**src/rtl/multicycle_control_fsm.sv**
```systemverilog
// multicycle_control_fsm
// Sequencing controller for the multicycle CPU datapath. Every instruction
// passes through fetch and decode. It then runs execute, memory and
// write-back states as its opcode requires. Illegal opcodes park the
// machine in HALT until reset.
//
// Ports:
//   clk, reset        system clock; synchronous active-high reset
//   opcode[3:0]       IR[15:12]; only decoded during DECODE
//   zero              ALU zero flag (branch decision)
//   mem_ready         memory has completed the current access
//   mem_read/write    memory request strobes
//   ir_write, pc_write, reg_write   register enables
//   i_or_d, alu_src_a, alu_src_b, pc_source, reg_dst, mem_to_reg   mux selects
//   rtype, beq        qualifiers for ALU_Control_Unit
//   illegal_op        sticky illegal-opcode flag
//   instr_count       retired-instruction counter (wraps)
//   state             current state encoding, for debug
module multicycle_control_fsm #(
  parameter int CNT_W = 16
) (
  input  logic             clk,
  input  logic             reset,
  input  logic [3:0]       opcode,
  input  logic             zero,
  input  logic             mem_ready,
  output logic             mem_read,
  output logic             mem_write,
  output logic             ir_write,
  output logic             pc_write,
  output logic             reg_write,
  output logic             i_or_d,
  output logic             alu_src_a,
  output logic [1:0]       alu_src_b,
  output logic [1:0]       pc_source,
  output logic             reg_dst,
  output logic             mem_to_reg,
  output logic             rtype,
  output logic             beq,
  output logic             illegal_op,
  output logic [CNT_W-1:0] instr_count,
  output logic [3:0]       state
);

  localparam logic [3:0] S_FETCH    = 4'd0;
  localparam logic [3:0] S_DECODE   = 4'd1;
  localparam logic [3:0] S_MEM_ADDR = 4'd2;
  localparam logic [3:0] S_MEM_RD   = 4'd3;
  localparam logic [3:0] S_MEM_WB   = 4'd4;
  localparam logic [3:0] S_MEM_WR   = 4'd5;
  localparam logic [3:0] S_EXEC_R   = 4'd6;
  localparam logic [3:0] S_ALU_WB   = 4'd7;
  localparam logic [3:0] S_BRANCH   = 4'd8;
  localparam logic [3:0] S_JUMP     = 4'd9;
  localparam logic [3:0] S_EXEC_I   = 4'd10;
  localparam logic [3:0] S_HALT     = 4'd15;

  localparam logic [3:0] OP_RTYPE = 4'b0000;
  localparam logic [3:0] OP_ADDI  = 4'b0001;
  localparam logic [3:0] OP_LW    = 4'b0010;
  localparam logic [3:0] OP_SW    = 4'b0011;
  localparam logic [3:0] OP_BEQ   = 4'b0100;
  localparam logic [3:0] OP_JUMP  = 4'b0101;

  logic [3:0]       state_r;
  logic [3:0]       state_next_s;
  logic [3:0]       opc_r;
  logic             illegal_r;
  logic             illegal_dec_s;
  logic             retire_s;
  logic [CNT_W-1:0] count_r;

  // State register, latched opcode, sticky illegal flag and retire counter
  always_ff @(posedge clk) begin
    if (reset) begin
      state_r   <= S_FETCH;
      opc_r     <= 4'd0;
      illegal_r <= 1'b0;
      count_r   <= '0;
    end else begin
      state_r <= state_next_s;
      // Later states must see the opcode as decoded, not the live IR field
      if (state_r == S_DECODE) begin
        opc_r <= opcode;
      end
      if (illegal_dec_s) begin
        illegal_r <= 1'b1;
      end
      if (retire_s) begin
        count_r <= count_r + CNT_W'(1);
      end
    end
  end

  // Next-state logic, illegal-opcode detection and retire strobe
  always_comb begin
    state_next_s  = state_r;
    illegal_dec_s = 1'b0;
    retire_s      = 1'b0;
    case (state_r)
      S_FETCH: begin
        if (mem_ready) begin
          state_next_s = S_DECODE;
        end else begin
          state_next_s = S_FETCH;
        end
      end
      S_DECODE: begin
        case (opcode)
          OP_RTYPE:      state_next_s = S_EXEC_R;
          OP_ADDI:       state_next_s = S_EXEC_I;
          OP_LW, OP_SW:  state_next_s = S_MEM_ADDR;
          OP_BEQ:        state_next_s = S_BRANCH;
          OP_JUMP:       state_next_s = S_JUMP;
          default: begin
            state_next_s  = S_HALT;
            illegal_dec_s = 1'b1;
          end
        endcase
      end
      S_MEM_ADDR: begin
        if (opc_r == OP_LW) begin
          state_next_s = S_MEM_RD;
        end else begin
          state_next_s = S_MEM_WR;
        end
      end
      S_MEM_RD: begin
        if (mem_ready) begin
          state_next_s = S_MEM_WB;
        end else begin
          state_next_s = S_MEM_RD;
        end
      end
      S_MEM_WR: begin
        if (mem_ready) begin
          state_next_s = S_FETCH;
          retire_s     = 1'b1;
        end else begin
          state_next_s = S_MEM_WR;
        end
      end
      S_EXEC_R, S_EXEC_I: state_next_s = S_ALU_WB;
      S_ALU_WB, S_MEM_WB, S_BRANCH, S_JUMP: begin
        state_next_s = S_FETCH;
        retire_s     = 1'b1;
      end
      S_HALT:  state_next_s = S_HALT;
      default: state_next_s = S_HALT;
    endcase
  end

  // Datapath controls decoded from the current state (fetch enables are Mealy on mem_ready)
  always_comb begin
    mem_read   = 1'b0;
    mem_write  = 1'b0;
    ir_write   = 1'b0;
    pc_write   = 1'b0;
    reg_write  = 1'b0;
    i_or_d     = 1'b0;
    alu_src_a  = 1'b0;
    alu_src_b  = 2'b00;
    pc_source  = 2'b00;
    reg_dst    = 1'b0;
    mem_to_reg = 1'b0;
    rtype      = 1'b0;
    beq        = 1'b0;
    case (state_r)
      S_FETCH: begin
        mem_read  = 1'b1;
        alu_src_b = 2'b01;
        ir_write  = mem_ready;
        pc_write  = mem_ready;
      end
      S_DECODE:   alu_src_b = 2'b11;
      S_MEM_ADDR, S_EXEC_I: begin
        alu_src_a = 1'b1;
        alu_src_b = 2'b10;
      end
      S_MEM_RD: begin
        mem_read = 1'b1;
        i_or_d   = 1'b1;
      end
      S_MEM_WB: begin
        reg_write  = 1'b1;
        mem_to_reg = 1'b1;
      end
      S_MEM_WR: begin
        mem_write = 1'b1;
        i_or_d    = 1'b1;
      end
      S_EXEC_R: begin
        alu_src_a = 1'b1;
        rtype     = 1'b1;
      end
      S_ALU_WB: begin
        reg_write = 1'b1;
        reg_dst   = (opc_r == OP_RTYPE);
      end
      S_BRANCH: begin
        alu_src_a = 1'b1;
        beq       = 1'b1;
        pc_source = 2'b01;
        pc_write  = zero;
      end
      S_JUMP: begin
        pc_write  = 1'b1;
        pc_source = 2'b10;
      end
      default: begin
        mem_read = 1'b0;
      end
    endcase
  end

  assign illegal_op  = illegal_r;
  assign instr_count = count_r;
  assign state       = state_r;

endmodule

```
**config.mk**
```make
export PLATFORM = sky130hd
export DESIGN_NAME = multicycle_control_fsm
export DESIGN_NICKNAME = d
export VERILOG_FILES = /design/src/rtl/multicycle_control_fsm.sv
export SDC_FILE = /design/constraint.sdc
export NUM_CORES = 1
export LEC_CHECK = 0
export CORE_MARGIN = 1.5
export CORE_UTILIZATION = 35
export DETAILED_ROUTE_END_ITERATION = 6
export RECOVER_POWER = 50
export SLEW_MARGIN = 20
export SYNTH_ARGS = -nofsm -noshare
export SYNTH_HDL_FRONTEND = slang
export SYNTH_SLANG_ARGS = --single-unit
```
**constraint.sdc**
```tcl
create_clock -name clk -period 3.1 [get_ports clk]
set_input_delay 0.93 -clock clk [delete_from_list [all_inputs] [get_ports clk]]
set_output_delay 0.93 -clock clk [all_outputs]
set_load 0.1 [all_outputs]
```
; ---- Word-level counts from Yosys, hierarchy flattened
; Cells that the tools add are included.
[classes]
addsub = 1
eq_ne = 16
mux = 23
n_reduce_logical = 12
[op_table]
columns = cell, count
row1 = $pmux W4 S7, 1
row2 = $eq A4 B3 Y1 const B, 6
row3 = $eq A4 B2 Y1 const B, 5
row4 = $pmux W4 S5, 1
row5 = $add A16 B1 Y16 const B, 1
row6 = $mux W1, 14
row7 = $eq A4 B4 Y1 const B, 3
row8 = $logic_not A4 Y1, 3
row9 = $reduce_or A2 Y1, 6
row10 = $mux W3, 3
row11 = $eq A4 B1 Y1 const B, 2
row12 = $reduce_or A4 Y1, 2
row13 = $pmux W2 S3, 1
row14 = $reduce_or A6 Y1, 1
row15 = $pmux W2 S2, 1
row16 = $pmux W1 S3, 1
row17 = $pmux W1 S2, 1
[totals]
reg_bits = 25
input_bits = 8
out_inout_bits = 36
word_cells = 56

; ---- Depth between registers and ports, before layout
; Gate-level depths: netlist of run 1.
[depth]
word_depth = 4
depth_mapped = 7
mapped_depth_nobuf = 5

; ---- Least setup slack after synthesis of run 1
; No wires, ideal clock.
[synth_path]
path_kind = flip-flop to output port
from = register state_r[0] (netlist: state[0])
to = output pc_write
arrival_time_ns = 3.828
t_required_ns = 2.170
setup_slack_ns = -1.658
stages_incl_launch_ff = 5
n_path_buf = 2
cell_sequence = dfxtp_1 -> buf_2 -> clkbuf_1 -> o21ai_0 -> a211oi_1
[synth_between]
elab_chain_len = 2
word_cells_on_any_way = 4
cone_classes = eq/ne (2) / mux (1) / reduce/logical (1)
[synth_lines]
columns = item, line_no
row1 = start: declaration, 65  ; logic [3:0] state_r;
row2 = start signal: assignment, 81  ; state_r <= state_next_s;
row3 = $eq A4 B4 Y1 or $logic_not A4 Y1 (tied branches), 168  ; case (state_r)
row4 = $pmux W1 S3 *, 168
row5 = end: declaration, 30  ; output logic pc_write,
; Mark *: on every way between the ends. The rest lies on a longest branch, timed or not.

; ---- Worst setup path in the final report of run 1
[layout_path]
from = input mem_ready
to = output pc_write
[layout_between]
elab_chain_len = 1
[layout_lines]
columns = item, line_no
row1 = start: declaration, 26  ; input logic mem_ready,
row2 = $pmux W1 S3, 168
; Every way passes these cells.

==> results.yml, run 1 <==
power:
  leakagePower_nw: 0.710
  p_total_mw: 1.77
  powerDensity_nw_per_um2: 917
  peakVddDrop_v: 0.000409
synth:
  yosys_warnings: 0
  synthSimpleGateAreaFrac_pct: 28.9
  syn_nets: 184
  synth-xor-area-share_pct: 6.84
  synth_seq_cells: 25
  netlist_area_um2: 1410
  ys_seq_area_share_pct: 35.6
  synth_top_family_by_area: "simple AND/OR/NAND/NOR gates"
  synthAdderAreaFrac_pct: 0.889
  muxShareOfSynthArea_pct: 2.84
  synth_compound_gate_area_share_pct: 20.8
  yosysUniqueCellTypes: 41
  syn_area_per_cell_um2: 8.04
  syn_inst: 175
die:
  die_w_um: 66.4
  io_pins: 44
  fp-row-count: 22
  start_util_pct: 37.3
  fp.dieH_um: 66.4
  core_um2: 3770
  die_area_um2: 4410
sta:
  final_hold_viol_count: 0
  slew_violations: 0
  worst_pin_slew_ns: 1.18
  grt_setup_unrepaired: "no"
  timing.slew.headroom_pct: 21.8
  max_freq_mhz: 338
  tns_ns: 0
  min_period_ns: 2.96
  fin_skew_ns: 0.00875
  finalSetupViolations: 0
  timing.final.crit_share_pct: 95.4
placement:
  gp_congestion: 0.853
  dp_hpwl_um: 2550
  io_buffers: 43
layout:
  final_common_cell: "dfxtp_1"
  final_nets: 223
  layout_common_cells: "dfxtp_1 (22), nor2_1 (21), clkbuf_1 (18)"
  drive_gt1_share_pct: 22.5
  n_fill_cell: 371
  seq_area_um2: 504
  multiInputGateArea_um2: 943
  diodes: 0
  syn_to_final_growth_pct: 36.8
worst_setup_path:
  crit_path_max_fanout: 2
  cp.arrival_ns: 2.03
  cp_num_buf_inv: 2
  cpLargestDelayFamily: "buffers and inverters"
  worstPathCellList: "dlygate4sd2_1 > or3b_4 > a211oi_4 > buf_12"
  endpoint_kind: "primary output"
  worstSetupStartpointType: "input pin"
  regToRegSetupSlack_ns: 0.67
  slowest_delay_ns: 0.39
  worstSetupPathType: "in -> out"
  crit_slowest_cell: "or3b_4"
  cp_data_required_time_ns: 2.17
clock_network:
  cts_buffers: 3
  tritoncts: "done"
  clockBufferDepth: 2
  clk_latency_ns: 0.27
  clkTransAtPathRegs_ns: 0.08
  clock_sinks: 25
  cts-root-buf: "clkbuf_8"
  htree_levels: 1
routing:
  final_antenna_net_count: 0
  dr_total_vias: 1404
  drt_wl_total_um: 3490
  avgRoutedWirePerCell_um: 13.4
  vias_per_cell: 5.38
  dr.pass1.iters: 4
  drt_iter0_markers: 69
  drc: 0
global_routing:
  grt_pass1_vias: 1256
  grt_use_total_pct: 16.9
  grt_pass1_wl_um: 5870
  grt.overflow.total: 0
  grt_max_degree: 26
  grt_antenna_before_repair: 0
status:
  status: "finished clean"
job:
  cap_violations: 0
min_path:
  hp-class: "reg -> reg"
-- where the power goes --
part           internal, mW  total [mW]  switching [mW]
Sequential            0.357       0.461           0.104
Combinational         0.314        1.11           0.791
Clock                0.0911       0.199           0.108
Total                 0.763        1.77            1.00
-- what timing repair did --
action,CTS,global route
endpoints found under the setup margin,1,0
setup buffers,0,0
gates resized for setup,2,0
hold buffers,0,0
-- worst reg2reg max path: stages, from the launching register on --
cell and delay, ns:
dfxtp_1 0.54, nand2b_1 0.43, o21ai_2 0.50, nor2_1 0.22
or4_1 0.53, a21oi_1 0.15
-- worst paths after layout --
path / depth (start not counted) / start / to
worst max-delay path: 4 / mem_ready / pc_write
worst min-delay path: 2 / illegal_op$_SDFFE_PP0P_ / illegal_op$_SDFFE_PP0P_
worst max register to register: 5 / state[2]$_SDFF_PP0_ / instr_count[15]$_SDFFE_PP0P_
worst min register to register: 2 / illegal_op$_SDFFE_PP0P_ / illegal_op$_SDFFE_PP0P_
-- routing by layer --
metal	up-vias	global-route usage [%]	wire, µm
met5	-	0	0
met4	0	4.59	34
met3	4	2.56	122
met2	30	26.4	1640
met1	670	24.1	1700
li1	700	-	-
-- metrics by stage --
step | worst slack, ns | hold WS, ns | util, % | instance area (µm²) | cells
final | 0.144 | 0.477 | 51.1 | 1930 | 261
after global routing | 0.113 | 0.540 | 51.1 | 1930 | 261
after CTS | 0.141 | 0.491 | 52.9 | 1990 | 261
after detailed placement | -0.188 | 0.466 | 51.6 | 1940 | 257
after global placement | -0.164 | 0.458 | 51.6 | 1940 | 257
after floorplan | -0.132 | 0.461 | - | 1510 | 175
-- cell families after synthesis --
kind of cell             after synthesis
AO/OA/AOI/OAI                         45
multiplexers                           4
buffers and inverters                 13
flip-flops                            25
adder cells (fa/ha/maj)                1
AND/OR/NAND/NOR                       76
XOR/XNOR                              11
-- state kept, by name, summed over array words and instances (netlist names) --
| name | count |
|---|---|
| illegal_op | 1 |
| state | 4 |
| instr_count | 16 |
| opc_r | 4 |
-- synthesized netlist by cell type (all sizes together) --
cell type / n / area (µm²)
nand3: 3 / 15.0
mux2i: 4 / 40.0
nor2b: 3 / 18.8
nor3: 9 / 55.1
and4: 1 / 8.76
o211ai: 5 / 47.5
a21boi: 1 / 7.51
a31oi: 1 / 6.26
nand2: 9 / 33.8
nand4: 1 / 6.26
inv: 2 / 7.51
o21a: 1 / 7.51
nand2b: 6 / 45.0
o21ai: 14 / 73.8
ha: 1 / 12.5
o2111ai: 4 / 35.0
and3: 5 / 31.3
nor3b: 3 / 22.5
a21o: 1 / 7.51
xor2: 11 / 96.3
or4: 2 / 15.0
a22o: 1 / 8.76
nand4b: 1 / 8.76
nor2: 25 / 93.8
nor4: 1 / 6.26
a21oi: 12 / 60.1
or3b: 1 / 8.76
o31ai: 3 / 22.5
and2: 3 / 18.8
a211oi: 1 / 7.51
dfxtp: 25 / 500
buf: 5 / 28.8
o22a: 1 / 8.76
or3: 3 / 18.8
clkbuf: 6 / 22.5
-- cell type report --
cell class	count	share of cell area [%]
Multi-Input combinational cell	137	49.0
Sequential cell	25	26.2
Timing Repair Buffer	45	18.8
Tap cell	48	3.12
Clock buffer	3	2.14
Clock inverter	1	0.390
Inverter	2	0.390
Note: power is estimated with default switching activity, not from simulation.
==> run 2, diff against run 1 <==
Settings changed: CTS_CLUSTER_DIAMETER set to 200.
==> results of run 2 <==
Final layout, timing and power as in run 1 (identical DEF).
